[src/rtl/mul_div_unit_pkg.sv]
// Shared definitions for the multiply/divide unit: operation codes, FSM states
// and small op-classification helpers.
package mul_div_unit_pkg;

  localparam logic [2:0] OP_NONE  = 3'd0;
  localparam logic [2:0] OP_MULT  = 3'd1;
  localparam logic [2:0] OP_MULTU = 3'd2;
  localparam logic [2:0] OP_DIV   = 3'd3;
  localparam logic [2:0] OP_DIVU  = 3'd4;
  localparam logic [2:0] OP_MADD  = 3'd5;
  localparam logic [2:0] OP_MSUB  = 3'd6;
  localparam logic [2:0] OP_RSVD  = 3'd7;

  localparam logic [1:0] ST_IDLE = 2'd0;
  localparam logic [1:0] ST_CALC = 2'd1;
  localparam logic [1:0] ST_FIX  = 2'd2;

  // Code 7 is reserved and behaves like NONE
  function automatic logic op_valid(input logic [2:0] op);
    return (op != OP_NONE) && (op != OP_RSVD);
  endfunction

  function automatic logic op_signed(input logic [2:0] op);
    return (op == OP_MULT) || (op == OP_DIV) || (op == OP_MADD) || (op == OP_MSUB);
  endfunction

  function automatic logic op_is_div(input logic [2:0] op);
    return (op == OP_DIV) || (op == OP_DIVU);
  endfunction

endpackage

[src/rtl/mul_div_unit.sv]
// Iterative HI/LO multiply/divide unit: one bit per cycle on magnitudes through
// a single shared add/subtract path, sign fix-up and commit in a final FIX cycle.
module mul_div_unit
  import mul_div_unit_pkg::*;
#(
  parameter int unsigned WIDTH = 32
) (
  input  logic             clk,
  input  logic             res_n,
  input  logic             start,
  input  logic [2:0]       op,
  input  logic [WIDTH-1:0] a,
  input  logic [WIDTH-1:0] b,
  input  logic             cancel,
  input  logic             wr_hi,
  input  logic             wr_lo,
  input  logic [WIDTH-1:0] wdata,
  output logic             busy,
  output logic             done,
  output logic             div_zero,
  output logic [WIDTH-1:0] hi,
  output logic [WIDTH-1:0] lo
);

  localparam int unsigned W  = WIDTH;
  localparam int unsigned CW = $clog2(WIDTH) + 1;

  logic [1:0]     state_q, state_d;
  logic [2:0]     op_q, op_d;
  logic           sgn_q, sgn_d;
  logic           rneg_q, rneg_d;
  logic           bz_q, bz_d;
  logic [CW-1:0]  cnt_q, cnt_d;
  logic [W-1:0]   mcd_q, mcd_d;
  logic [2*W-1:0] acc_q, acc_d;
  logic [W-1:0]   hi_q, hi_d;
  logic [W-1:0]   lo_q, lo_d;
  logic           busy_q, busy_d;
  logic           done_q, done_d;
  logic           dz_q, dz_d;

  // Operand magnitudes for the incoming request
  logic           in_signed, a_neg, b_neg;
  logic [W-1:0]   mag_a, mag_b;

  assign in_signed = op_signed(op);
  assign a_neg     = in_signed & a[W-1];
  assign b_neg     = in_signed & b[W-1];
  assign mag_a     = a_neg ? -a : a;
  assign mag_b     = b_neg ? -b : b;

  // Shared adder: partial-product add for multiply, trial subtract for divide
  logic           calc_div;
  logic [W:0]     add_x, add_y;
  logic [W+1:0]   add_r;
  logic [2*W-1:0] step_acc;

  assign calc_div = op_is_div(op_q);
  assign add_x    = calc_div ? {acc_q[2*W-1:W], acc_q[W-1]} : {1'b0, acc_q[2*W-1:W]};
  assign add_y    = (calc_div || acc_q[0]) ? {1'b0, mcd_q} : '0;
  assign add_r    = calc_div ? ({1'b0, add_x} - {1'b0, add_y})
                             : ({1'b0, add_x} + {1'b0, add_y});

  // Divide keeps remainder in the upper half and shifts quotient bits into the lower
  always_comb begin
    step_acc = acc_q;
    if (calc_div) begin
      if (!add_r[W+1]) step_acc = {add_r[W-1:0], acc_q[W-2:0], 1'b1};
      else             step_acc = {add_x[W-1:0], acc_q[W-2:0], 1'b0};
    end else begin
      step_acc = {add_r[W:0], acc_q[W-1:1]};
    end
  end

  // Signed fix-up of the unsigned core results
  logic [2*W-1:0] prod_s;
  logic [W-1:0]   quot_s, rem_s;

  assign prod_s = sgn_q ? -acc_q : acc_q;
  assign quot_s = bz_q ? '1 : (sgn_q ? -acc_q[W-1:0] : acc_q[W-1:0]);
  assign rem_s  = rneg_q ? -acc_q[2*W-1:W] : acc_q[2*W-1:W];

  always_comb begin
    state_d = state_q;
    op_d    = op_q;
    sgn_d   = sgn_q;
    rneg_d  = rneg_q;
    bz_d    = bz_q;
    cnt_d   = cnt_q;
    mcd_d   = mcd_q;
    acc_d   = acc_q;
    hi_d    = hi_q;
    lo_d    = lo_q;
    dz_d    = dz_q;
    done_d  = 1'b0;

    case (state_q)
      ST_IDLE: begin
        if (start && !cancel && op_valid(op)) begin
          state_d = ST_CALC;
          op_d    = op;
          cnt_d   = '0;
          sgn_d   = a_neg ^ b_neg;
          rneg_d  = a_neg;
          bz_d    = (b == '0);
          if (op_is_div(op)) begin
            acc_d = {{W{1'b0}}, mag_a};
            mcd_d = mag_b;
          end else begin
            acc_d = {{W{1'b0}}, mag_b};
            mcd_d = mag_a;
          end
        end else if (!start) begin
          if (wr_hi) hi_d = wdata;
          if (wr_lo) lo_d = wdata;
        end
      end
      ST_CALC: begin
        if (cancel) begin
          state_d = ST_IDLE;
        end else begin
          acc_d = step_acc;
          cnt_d = cnt_q + CW'(1);
          if (cnt_q == CW'(W - 1)) state_d = ST_FIX;
        end
      end
      ST_FIX: begin
        state_d = ST_IDLE;
        if (!cancel) begin
          done_d = 1'b1;
          case (op_q)
            OP_MULT, OP_MULTU: {hi_d, lo_d} = prod_s;
            OP_MADD:           {hi_d, lo_d} = {hi_q, lo_q} + prod_s;
            OP_MSUB:           {hi_d, lo_d} = {hi_q, lo_q} - prod_s;
            OP_DIV, OP_DIVU: begin
              lo_d = quot_s;
              hi_d = rem_s;
              dz_d = bz_q;
            end
            default: done_d = 1'b0;
          endcase
        end
      end
      default: state_d = ST_IDLE;
    endcase

    busy_d = (state_d != ST_IDLE);
  end

  always_ff @(posedge clk or negedge res_n) begin
    if (!res_n) begin
      state_q <= ST_IDLE;
      op_q    <= OP_NONE;
      sgn_q   <= 1'b0;
      rneg_q  <= 1'b0;
      bz_q    <= 1'b0;
      cnt_q   <= '0;
      mcd_q   <= '0;
      acc_q   <= '0;
      hi_q    <= '0;
      lo_q    <= '0;
      busy_q  <= 1'b0;
      done_q  <= 1'b0;
      dz_q    <= 1'b0;
    end else begin
      state_q <= state_d;
      op_q    <= op_d;
      sgn_q   <= sgn_d;
      rneg_q  <= rneg_d;
      bz_q    <= bz_d;
      cnt_q   <= cnt_d;
      mcd_q   <= mcd_d;
      acc_q   <= acc_d;
      hi_q    <= hi_d;
      lo_q    <= lo_d;
      busy_q  <= busy_d;
      done_q  <= done_d;
      dz_q    <= dz_d;
    end
  end

  assign busy     = busy_q;
  assign done     = done_q;
  assign div_zero = dz_q;
  assign hi       = hi_q;
  assign lo       = lo_q;

endmodule

[config.mk]
export PLATFORM = sky130hd
export DESIGN_NAME = mul_div_unit
export DESIGN_NICKNAME = d
export VERILOG_FILES = /design/src/rtl/mul_div_unit_pkg.sv /design/src/rtl/mul_div_unit.sv
export SDC_FILE = /design/constraint.sdc
export NUM_CORES = 1
export LEC_CHECK = 0
export ABC_AREA = 0
export CORE_MARGIN = 10
export CORE_UTILIZATION = 50
export DETAILED_ROUTE_END_ITERATION = 10
export GPL_TIMING_DRIVEN = 0
export HOLD_SLACK_MARGIN = 0.08
export PLACE_DENSITY = 0.72
export RECOVER_POWER = 25
export SLEW_MARGIN = 10
export SYNTH_ARGS = -nofsm -noshare
export SYNTH_HDL_FRONTEND = slang
export SYNTH_SLANG_ARGS = --single-unit
[constraint.sdc]
create_clock -name clk -period 13.6 [get_ports clk]
set_clock_uncertainty 0.1 [all_clocks]
set_input_delay 2.72 -clock clk [delete_from_list [all_inputs] [get_ports clk]]
set_output_delay 2.72 -clock clk [all_outputs]
set_load 0.1 [all_outputs]
==> Yosys cells after proc, flatten, opt, wreduce, memory -nomap -nowiden <==
Cells that the tools add are included.
{ "op_classes": {"add_sub_neg": 10, "multipliers": 0, "div_mod_pow": 0, "magnitude_cmp": 0, "eq_ne": 23, "shift": 0, "n_mux": 38, "bitwise": 4, "n_reduce_logical": 24} }
{ "ops": {"columns": ["cell", "count"], "rows": [
  ["2-to-1 mux 32 bit", 16],
  ["2-to-1 mux 64 bit", 5],
  ["one-hot mux 32 bit (4 select lines)", 2],
  ["negator 32 bit", 4],
  ["one-hot mux 32 bit (2 select lines)", 2],
  ["one-hot mux 64 bit (2 select lines)", 1],
  ["adder 64 bit", 1],
  ["negator 64 bit", 1],
  ["subtractor 64 bit", 1],
  ["adder 33 x 32 -> 34 bit", 1],
  ["2-to-1 mux 34 bit", 1],
  ["subtractor 33 x 32 -> 34 bit", 1],
  ["2-to-1 mux 33 bit", 1],
  ["logical NOT 32 bit", 1],
  ["equality test 3 bit, second input constant", 6],
  ["inequality test 2 bit, second input constant", 7],
  ["2-to-1 mux 6 bit", 2],
  ["one-hot mux 6 bit (2 select lines)", 1],
  ["AND reduction 6 bit", 2],
  ["equality test 3 x 2 -> 1 bit, second input constant", 3],
  ["adder 6 x 1 -> 6 bit, second input constant", 1],
  ["equality test 3 x 1 -> 1 bit, second input constant", 2],
  ["equality test 6 x 5 -> 1 bit, second input constant", 1],
  ["logical OR 1 bit", 6],
  ["19 further kinds", 30]
]} }
{ "word_totals": {"register_bits": 177, "latchBits": 0, "mem_bits_rw": 0, "rom_bits": 0, "input_bits": 105, "output_inout_bits": 67, "mem_count": 0} }

==> Longest topological paths before layout <==
{ "logic_depth": {"word_depth": 10, "mapped_depth": 29} }

==> Least setup slack after synthesis <==
Ideal clock, no wire load.
{ "synth_path": {"kind": "in2reg", "startpoint": "input port b[5]", "endpoint": "register acc_q[30]", "setup_ps": 137, "arrival_ps": 5451, "required_time_ps": 13363, "path_slack_ps": 7912, "cell_stages": 11, "path_cell_list": "or4_1 -> or3_1 -> nor4_1 -> nand2_1 -> or2_1 -> or3_1 -> o41ai_1 -> xor2_1 -> nand2_1 -> a31oi_1 -> a21oi_1"} }
{ "synth_via": {"elab_chain_cells": 5} }
{ "synth_lines": {"columns": ["item", "line_no", "text"], "rows": [
  ["from (decl)", "mul_div_unit.sv:13", "input logic [WIDTH-1:0] b,"],
  ["negator 32 bit", "mul_div_unit.sv:50", "assign mag_b = b_neg ? -b : b;"],
  ["2-to-1 mux 32 bit", "mul_div_unit.sv:50", null],
  ["2-to-1 mux 32 bit", "mul_div_unit.sv:106", "if (op_is_div(op)) begin"],
  ["2-to-1 mux 64 bit", "mul_div_unit.sv:99", "if (start && !cancel && op_valid(op)) begin"],
  ["one-hot mux 64 bit (2 select lines)", "mul_div_unit.sv:97", "case (state_q)"],
  ["to (signal assigned)", "mul_div_unit.sv:159", "acc_q <= '0;"],
  ["to (signal assigned)", "mul_div_unit.sv:173", "acc_q <= acc_d;"],
  ["to (decl)", "mul_div_unit.sv:35", "logic [2*W-1:0] acc_q, acc_d;"]
]} }
Every way passes these cells. The select of a mux whose other input is x is not followed.
A chain may end at the register's enable or synchronous reset.

==> Worst setup path after layout <==
{ "layout_path": {"startpoint": "register acc_q[0]", "endpoint": "register hi_q[26], in the netlist hi[26]"} }
{ "layout_via": {"elab_chain_cells": 6, "elab_cells_between_ends": 7} }
{ "layout_lines": {"columns": ["item", "line_no", "text"], "rows": [
  ["negator 64 bit", "mul_div_unit.sv:79", "assign prod_s = sgn_q ? -acc_q : acc_q;"],
  ["2-to-1 mux 64 bit (*)", "mul_div_unit.sv:79", null],
  ["subtractor 64 bit / adder 64 bit (equally long branches)", "mul_div_unit.sv:134, mul_div_unit.sv:133", null],
  ["one-hot mux 32 bit (4 select lines) (*)", "mul_div_unit.sv:131", "case (op_q)"],
  ["2-to-1 mux 32 bit (*)", "mul_div_unit.sv:129", "if (!cancel) begin"],
  ["one-hot mux 32 bit (2 select lines) (*)", "mul_div_unit.sv:97", null],
  ["to (signal assigned)", "mul_div_unit.sv:174", "hi_q <= hi_d;"],
  ["to (decl)", "mul_div_unit.sv:36", "logic [W-1:0] hi_q, hi_d;"]
]} }
Mark *: on every way between the ends. The rest lies on a longest branch, timed or not. The select of a mux whose other input is x is not followed.

==> flow_summary.rst <==
.. list-table::
   :header-rows: 1

   * - Metric
     - Value
   * - Outcome
     - finished, violations left
   * - Violations in the final reports
     - max-capacitance violations, max-slew violations
   * - Total negative setup slack
     - 0 ns
   * - Dominant cell type by area after synthesis
     - dfrtp_1
   * - Number of cell rows
     - 81
   * - Fin. max-slew vios
     - just over 80
   * - Global-route wire length before repair
     - 175900 um
   * - Post-Syn Nets
     - roughly 3900
   * - Kind of capture point of the worst setup path
     - register
   * - Endpoint required time on the critical path
     - 13.89 ns
   * - Min Clock Period, post-route
     - 8.768 ns
   * - Data arrival time of the critical path
     - 9.06 ns
   * - # IOs
     - 172
   * - Residual DRC
     - 0
   * - Clock root buffer
     - clkbuf_16
   * - Maximum clock frequency
     - 0.1140 GHz
   * - Number of hold-repair buffers added at the cts stage
     - 0
   * - Area of all placed cells without fillers
     - 27910 sq um
   * - Count of instances resized after the clock tree is built
     - 0
   * - Commonest cells in the synthesized netlist
     - 480 x nand2_1, 410 x a21oi_1, 323 x nor2_1
   * - Commonest register cell after synthesis
     - dfrtp_1
   * - EDFF count, synth
     - 0
   * - Cell area reported after detailed placement
     - 27310 sq um
   * - Longest Clk Path Bufs
     - 2
   * - Overall power of the completed layout
     - 7389 uW
   * - Number of DRC markers after the initial detailed-route iteration
     - 4235
   * - TritonCTS clock tree
     - done
   * - Seq cells post-synth
     - 177
   * - Via density per instance
     - 6.672
   * - Final core area utilization
     - 0.5701
   * - Cells along the critical path
     - clkbuf_1 -> clkinv_1 -> clkbuf_1 -> ha_1 -> nor4b_2 -> nand4_1 -> nor2_1 -> nand2_1 -> clkbuf_1 -> o41ai_1 -> xor2_1 -> inv_1 -> ha_1 -> clkbuf_1 -> and3_1 -> a311oi_1 -> o2111ai_1 -> o21ai_0 -> nor2_1 -> a31oi_1 -> xnor2_1 -> a222oi_1 -> o221ai_1 -> or3_1
   * - Synth-to-layout area growth
     - 12.73%
   * - Yosys warning total
     - 0
   * - Via count of the first global-routing pass
     - 27680
   * - Net count of the finished layout
     - just over 4000
   * - Leakage power
     - 0.01158 uW
   * - Number of cells on the worst reg-to-reg path
     - 24
   * - Top fanout value on the critical path
     - 10
   * - Crit path largest cell delay
     - ~0.74 ns
   * - Number of maximum-capacitance constraint violations
     - 2
   * - Vias
     - 29790
   * - Most repeated library cell on the critical path
     - clkbuf_1
   * - Biggest area contributors in the synthesized netlist
     - dfrtp_1 18%, a21oi_1 8.3%, ha_1 8.1%
   * - Slew @ Worst Pin
     - 5.110 ns
   * - Global Route Usage Sum
     - 0.3894
   * - Worst-Skew Late Latency
     - 0.51 ns
   * - Slowest cell on the critical path
     - a311oi_1
   * - Final hold vios
     - 0
   * - Die width
     - 242.5 um
   * - Number of CTS-inserted buffers
     - 17
   * - Gate count of the mapped netlist
     - 3597
   * - Sum of net half-perimeters after detailed placement
     - roughly 94000 um
   * - Sink count of the clock tree
     - 177
   * - Sum of overflow across all layers after global routing
     - 0
   * - Final wirelength
     - 120000 um
   * - Sequential share of the synthesized area
     - 0.1789
   * - Number of levels the H-tree was split into
     - 4
   * - Remaining antenna violation count
     - 0
   * - Setup crit start kind
     - register
   * - Die Y-Extent
     - 242.5 um
   * - Final weighted congestion in routability-driven placement
     - between 1 and 1.5
   * - Number of endpoints failing setup at the final stage
     - 0
   * - Maximum number of pins on one net before global-route repair
     - 98
   * - Core Footprint
     - between 40000 and 50000 sq um
   * - Top-area cell type share of the netlist area
     - 0.1789
   * - Path type of the worst setup path
     - reg -> reg
   * - Worst-path clk slew
     - 0.08 ns
   * - Drt wl/cell
     - 26.87 um
   * - Initial core utilization
     - 0.5057
   * - Syn Std Cell Area
     - 24750 sq um
   * - Unrepaired setup endpoints after global routing
     - false
   * - Number of antenna violations at the first check in global routing
     - 2
   * - Part of the cycle the worst path needs
     - 0.6447
   * - Worst hold path depth
     - 1
   * - Max VDD drop
     - between 0.15 and 0.2 mV
   * - Full die area
     - slightly below 60000 sq um
   * - Count leader, synth
     - nand2_1
   * - Number of iterations in the first detailed-routing pass
     - 6
   * - Post-CTS Setup Bufs
     - 0
   * - Share of async-settable or async-resettable flops after synthesis
     - 1.000
   * - Number of unique standard cell types used by synthesis
     - 100
   * - Syn Area/Cell
     - 6.882 sq um
   * - Layout cell share with drive strength beyond 1
     - 0.03264
   * - Port Buffer Count
     - 169
   * - Slew headroom
     - -2.407
   * - Type of the most critical hold path
     - reg -> reg
   * - Areal power density over the cells
     - 264.8 nW/um^2
-- placed cells by master, fill, tap and decap left out, types with 53 or more instances in the layout --
cell               n
nand2_1          480
clkbuf_1         229
a21oi_1          410
mux2i_1           53
clkdlybuf4s50_1  168
nor3_1            74
xnor2_1          124
dfrtp_1          177
ha_1             160
xor2_1            98
a31oi_1           58
o21ai_0          284
nor2_1           323
inv_1            164
nand3_1           79
-- metal layers --
metal	part of all wire	global-route usage	wire, um
met5	0.00010	0	12
met2	0.42	0.5823	50300
met1	0.40	0.4985	47930
met3	0.11	0.09314	13470
met4	0.069	0.2386	8259
-- final cells by class --
class                   count  area (sq um)
diodes                      2         5.005
plain buffers             267          1030
clock buffers              18         439.2
clock inverters            14         161.4
fillers                  4921         21050
inverters                 167         626.9
multi-input cells        2986         18670
flip-flops and latches    177          4429
well taps                 664         830.8
repair buffers            170          1713
-- worst max-delay path: cells and delay by family (launching register included) --
| kind | cells | cell delay [ns] |
|---|---|---|
| compound gates | 7 | 2.96 |
| fa+ha+maj | 2 | 0.62 |
| flops | 1 | 0.46 |
| simple gates | 7 | 1.85 |
| xor+xnor | 2 | 0.73 |
| buf+inv | 6 | 1.93 |
-- power breakdown --
group	switching, uW	internal [uW]	leakage (uW)	total (uW)
combinational	4090	1900	0.00910	5990
sequential	178	667	0.00219	845
clock	284	267	0.000294	550
-- sequential cells by signal, indices dropped and copies added, names as in the netlist --
register  flops
done          1
cnt_q         6
bz_q          1
div_zero      1
op_q          3
rneg_q        1
mcd_q        32
sgn_q         1
busy          1
acc_q        64
lo           32
hi           32
state_q       2
-- cells by family (layout without fill, tap and decap cells) --
logic type	after synthesis	in the layout	share of synthesized area
XOR/XNOR	222	222	0.07854
other	0	2	0
AND/OR/NAND/NOR	1262	1262	0.2371
buffers and inverters	434	636	0.06692
AO/OA/AOI/OAI	1271	1271	0.3270
flip-flops	177	177	0.1789
multiplexers	67	67	0.02780
adder cells (fa/ha/maj)	164	164	0.08370
-- per-stage QoR --
stage               worst slack [ns]  instances  hold slack (ns)
finish                         4.832       4465           0.4361
global route                   4.660       4463           0.4595
CTS                            5.231       4463           0.4315
detailed placement             5.269       4431           0.4168
global placement               1.580       4430           0.4139
floorplan                      7.912       3597           0.3721
-- worst paths after layout --
| kind | startpoint | to | slack (ns) |
|---|---|---|---|
| max | acc_q[0]$_DFFE_PN0P_ | hi[26]$_DFFE_PN0P_ | 4.83 |
| min | cnt_q[0]$_DFFE_PN0P_ | cnt_q[0]$_DFFE_PN0P_ | 0.44 |
| max reg2reg | acc_q[0]$_DFFE_PN0P_ | hi[26]$_DFFE_PN0P_ | 4.83 |
| min reg2reg | cnt_q[0]$_DFFE_PN0P_ | cnt_q[0]$_DFFE_PN0P_ | 0.44 |
| max in group asynchronous | res_n | acc_q[20]$_DFFE_PN0P_ | 6.59 |
| min in group asynchronous | res_n | lo[14]$_DFFE_PN0P_ | 3.95 |
Note: power is estimated with default switching activity, not from simulation.
